`config.mk`:
```
export PLATFORM = sky130hd
export DESIGN_NAME = led_shift_ctrl
export DESIGN_NICKNAME = d
export VERILOG_FILES = /design/src/rtl/led_shift_ctrl.sv
export SDC_FILE = /design/constraint.sdc
export NUM_CORES = 1
export LEC_CHECK = 0
export ABC_AREA = 1
export CAP_MARGIN = 20
export CORE_MARGIN = 1.5
export CORE_UTILIZATION = 40
export CTS_CLUSTER_DIAMETER = 50
export DETAILED_ROUTE_END_ITERATION = 8
export GPL_ROUTABILITY_DRIVEN = 0
export HOLD_SLACK_MARGIN = 0.06
export PLACE_DENSITY = 0.67
export SLEW_MARGIN = 20
export SYNTH_ARGS = -nofsm -noshare
export SYNTH_HDL_FRONTEND = slang
export SYNTH_SLANG_ARGS = --single-unit
```
`constraint.sdc`:
```
create_clock -name clk -period 3.43 [get_ports clk]
set_input_delay 0.8575 -clock clk [delete_from_list [all_inputs] [get_ports clk]]
set_output_delay 0.8575 -clock clk [all_outputs]
set_load 0.02 [all_outputs]
```
`src/rtl/led_shift_ctrl.sv`:
```
`default_nettype none
// ============================================================================
//  Module   : led_shift_ctrl
//  Purpose  : Push-button driven LED pattern shifter with wrap/zero-fill
//             shifting, runtime pattern reload and an idle-timeout blanker.
//  Revision : 1.0  initial release
// ============================================================================
module led_shift_ctrl #(
  parameter int                N_LEDS         = 10,
  parameter int                TIMEOUT_CYCLES = 20,
  parameter logic [N_LEDS-1:0] INIT_PATTERN   = {1'b1, {(N_LEDS-1){1'b0}}}
) (
  input  logic              clk,
  input  logic              rst,          // asynchronous, active low
  input  logic              shift_right,
  input  logic              shift_left,
  input  logic              Reconfigure,
  input  logic [N_LEDS-1:0] cfg_pattern,
  input  logic              wrap_en,
  output logic [N_LEDS-1:0] LED,
  output logic              LED_timeout,
  output logic              empty
);

  localparam int c_CNT_W = $clog2(TIMEOUT_CYCLES + 1);
  localparam logic [c_CNT_W-1:0] c_CNT_LAST = c_CNT_W'(TIMEOUT_CYCLES - 1);
  localparam logic [c_CNT_W-1:0] c_CNT_ONE  = c_CNT_W'(1);

  localparam logic [0:0] c_ST_ACTIVE  = 1'b0;
  localparam logic [0:0] c_ST_TIMEOUT = 1'b1;

  logic [0:0]        r_state;
  logic [0:0]        w_state_nxt;
  logic [N_LEDS-1:0] r_pattern;
  logic [N_LEDS-1:0] w_pattern_nxt;
  logic [c_CNT_W-1:0] r_cnt;
  logic [c_CNT_W-1:0] w_cnt_nxt;

  logic r_prev_right;
  logic r_prev_left;
  logic r_prev_cfg;

  logic w_edge_right;
  logic w_edge_left;
  logic w_edge_cfg;
  logic w_event;

  // Rising-edge detection on the already-synchronised button levels
  assign w_edge_right = shift_right & ~r_prev_right;
  assign w_edge_left  = shift_left  & ~r_prev_left;
  assign w_edge_cfg   = Reconfigure & ~r_prev_cfg;
  assign w_event      = w_edge_cfg | w_edge_right | w_edge_left;

  // Previous-value registers; reset high so a button held through reset
  // release does not look like a fresh press
  always_ff @(posedge clk or negedge rst) begin
    if (!rst) begin
      r_prev_right <= 1'b1;
      r_prev_left  <= 1'b1;
      r_prev_cfg   <= 1'b1;
    end else begin
      r_prev_right <= shift_right;
      r_prev_left  <= shift_left;
      r_prev_cfg   <= Reconfigure;
    end
  end

  // State register
  always_ff @(posedge clk or negedge rst) begin
    if (!rst) begin
      r_state <= c_ST_ACTIVE;
    end else begin
      r_state <= w_state_nxt;
    end
  end

  // Next-state logic: idle expiry enters TIMEOUT, only a reload leaves it
  always_comb begin
    w_state_nxt = r_state;
    case (r_state)
      c_ST_ACTIVE: begin
        if (!w_event && (r_cnt == c_CNT_LAST)) begin
          w_state_nxt = c_ST_TIMEOUT;
        end
      end
      c_ST_TIMEOUT: begin
        if (w_edge_cfg) begin
          w_state_nxt = c_ST_ACTIVE;
        end
      end
      default: w_state_nxt = c_ST_ACTIVE;
    endcase
  end

  // Pattern and idle-counter update: reload beats shifts, opposing shifts
  // cancel but still count as activity; the counter freezes in TIMEOUT
  always_comb begin
    w_pattern_nxt = r_pattern;
    w_cnt_nxt     = r_cnt;
    if (r_state == c_ST_ACTIVE) begin
      if (w_event) begin
        w_cnt_nxt = '0;
      end else begin
        w_cnt_nxt = r_cnt + c_CNT_ONE;
      end
      if (w_edge_cfg) begin
        w_pattern_nxt = cfg_pattern;
      end else if (w_edge_right && !w_edge_left) begin
        w_pattern_nxt = {(wrap_en ? r_pattern[0] : 1'b0), r_pattern[N_LEDS-1:1]};
      end else if (w_edge_left && !w_edge_right) begin
        w_pattern_nxt = {r_pattern[N_LEDS-2:0], (wrap_en ? r_pattern[N_LEDS-1] : 1'b0)};
      end
    end else if (w_edge_cfg) begin
      w_pattern_nxt = cfg_pattern;
      w_cnt_nxt     = '0;
    end
  end

  // Pattern and counter registers
  always_ff @(posedge clk or negedge rst) begin
    if (!rst) begin
      r_pattern <= INIT_PATTERN;
      r_cnt     <= '0;
    end else begin
      r_pattern <= w_pattern_nxt;
      r_cnt     <= w_cnt_nxt;
    end
  end

  // Outputs decoded from registered state and pattern only
  always_comb begin
    LED         = r_pattern;
    LED_timeout = 1'b0;
    if (r_state == c_ST_TIMEOUT) begin
      LED         = '0;
      LED_timeout = 1'b1;
    end
    empty = ~|r_pattern;
  end

endmodule
`default_nettype wire

```
==> metrics.csv <==
metric,value,unit
start_util,0.422,
vias,1143,
place_area,1430,um2
max_slew_margin,0.434,
cts_htree_levels,1,
fin_area,1460,um2
syn_area_per_cell,6.81,um2
slew_viol_final,0,
cts_tree,yes,
fin_skew,0.00404,ns
synth_nets,188,
antenna_left,0,
dp_cells,223,
die_y,57.0,um
postCtsSetupRepairBufs,0,
die_w,57.0,um
netlist_area,1160,um2
ys_ff_latch,19,
cts_hold_buf,0,
post_drt_wl_per_cell,12.3,um
layout_commonest_cell,nand2_1,
setup_violations,0,
yosys.area.top_type_share,0.322,
grt_pass1_wl,4840,um
synth_warnings,0,
synthTopCellsByArea,"dfrtp_1, nand2_1, nand3_1",
clock_latency,0.29,ns
clkSinkCount,19,
mostFrequentLayoutCells,"nand2_1, clkdlybuf4s50_1, nand3_1",
cts-root-buf,clkbuf_4,
cts.path.max_buffers,2,
diodes,0,
gr-total-overflow,0,
hold_violations,0,
fp-row-count,19,
critPathMaxFanout,3,
area_growth,25.0,%
holdWs,0.492,ns
dp_hpwl,2110,um
cts_resized,0,
antenna_found_initial,0,
drive_gt1_frac,0.0714,
seq_area_frac_synth,0.412,
fin_tns_setup,0,ns
max-cap-violations,0,
first_iter_violations,54,
grt_max_degree,20,
wl,2780,um
worstMarginPinSlew,0.846,ns
synthCells,171,
fin_nets,214,
pwr_density_cell,465,nW/um2
ios,28,
critPathCaptureType,primary output,
fillCellCount,289,
critPathKind,reg -> out,
place.port_buffers,27,
vias_per_cell,5.04,
max_freq,385,MHz
grt_pass1_vias,1107,
status,"finished, final reports clean",
cp.arrival,1.74,ns
grt_util_all_layers,0.190,
p_total,0.677,mW
leakagePower,0.767,nW
dieArea,3250,um2
rsz0062_at_grt,false,
cts-buffers-inserted,3,
stdcell_count,227,
clk_pin_slew,0.11,ns
first_pass_iters,4,
worst_setup_path_start_kind,flip-flop,
drc,0,
period_minus_slack,2.60,ns
min_period_over_period,0.758,
ir_drop,0.311,mV
core,2760,um2
synth.distinct_cells,22,
yosysTopAreaCell,dfrtp_1,
required,2.57,ns
min-delay-path-class,reg -> reg,
worst max-delay path, stage by stage, from the launching register on:
cell and delay (ns):
dfrtp_1 0.43, inv_1 0.10, nand4_1 0.11, nor3_1 0.19, clkdlybuf4s50_1 0.63
state kept, by name, indices dropped and copies added (netlist names):
name,flops
r_prev_left,1
r_prev_right,1
r_prev_cfg,1
r_cnt,5
r_state,1
r_pattern,10
cells by family after synthesis:
logic type      after synthesis  synth area share
buf+inv                      27             0.105
flops                        19             0.412
xor+xnor                      3            0.0226
compound gates                5            0.0236
fa+ha+maj                     1            0.0107
simple gates                116             0.425
power breakdown:
group          switching, mW  total (mW)  internal, mW
registers             0.0227       0.285         0.262
clock network         0.0666       0.112        0.0452
logic                  0.165       0.281         0.116
total                  0.254       0.677         0.423
metrics by stage:
stage,util,worst slack (ns)
CTS,0.528,0.823
detailed placement,0.519,0.578
global placement,0.519,0.674
finish,0.528,0.831
floorplan,-,1.53
global route,0.528,0.701
Yosys cell counts:
| cell | instances |
|---|---|
| nand3_2 | 1 |
| nand2_1 | 71 |
| dfrtp_1 | 15 |
| o21ai_0 | 2 |
| xnor2_1 | 1 |
| nor2_4 | 1 |
| ha_1 | 1 |
| o21ai_1 | 1 |
| dfstp_2 | 4 |
| nor3_1 | 1 |
| nand3_1 | 26 |
| o22ai_1 | 2 |
| nor2_2 | 2 |
| nor2_1 | 11 |
| nand4_1 | 3 |
| buf_6 | 2 |
| xor2_1 | 2 |
| inv_2 | 3 |
| buf_2 | 2 |
| clkbuf_1 | 1 |
| inv_1 | 18 |
| buf_4 | 1 |
per-layer routing:
metal  global-route usage  wire length, um  vias up
met5                    0                0        -
met4               0.0864               17        0
met3               0.0431              235        2
met2                0.291             1220       45
met1                0.259             1310      516
li1                     -                -      580
final cells by class:
class,count,area (um2),share of cell area
timing repair buffer,27,270,0.186
sequential,19,480,0.330
multi-input combinational,125,562,0.386
clock buffer,4,26.3,0.0180
inverter,21,78.8,0.0541
tap,31,38.8,0.0266
path summary, 6_finish.rpt:
kind                         startpoint            to  slack [ns]  depth (start not counted)
setup / recovery           r_pattern[0]         empty        0.83                          4
hold / removal             r_pattern[9]  r_pattern[9]        0.49                          2
setup reg to reg            r_prev_left  r_pattern[7]        1.42                          8
hold reg to reg            r_pattern[9]  r_pattern[9]        0.49                          2
max in group asynchronous           rst  r_pattern[2]        1.87                          1
min in group asynchronous           rst  r_pattern[4]        1.04                          1
(Power assumes the default switching activity.)
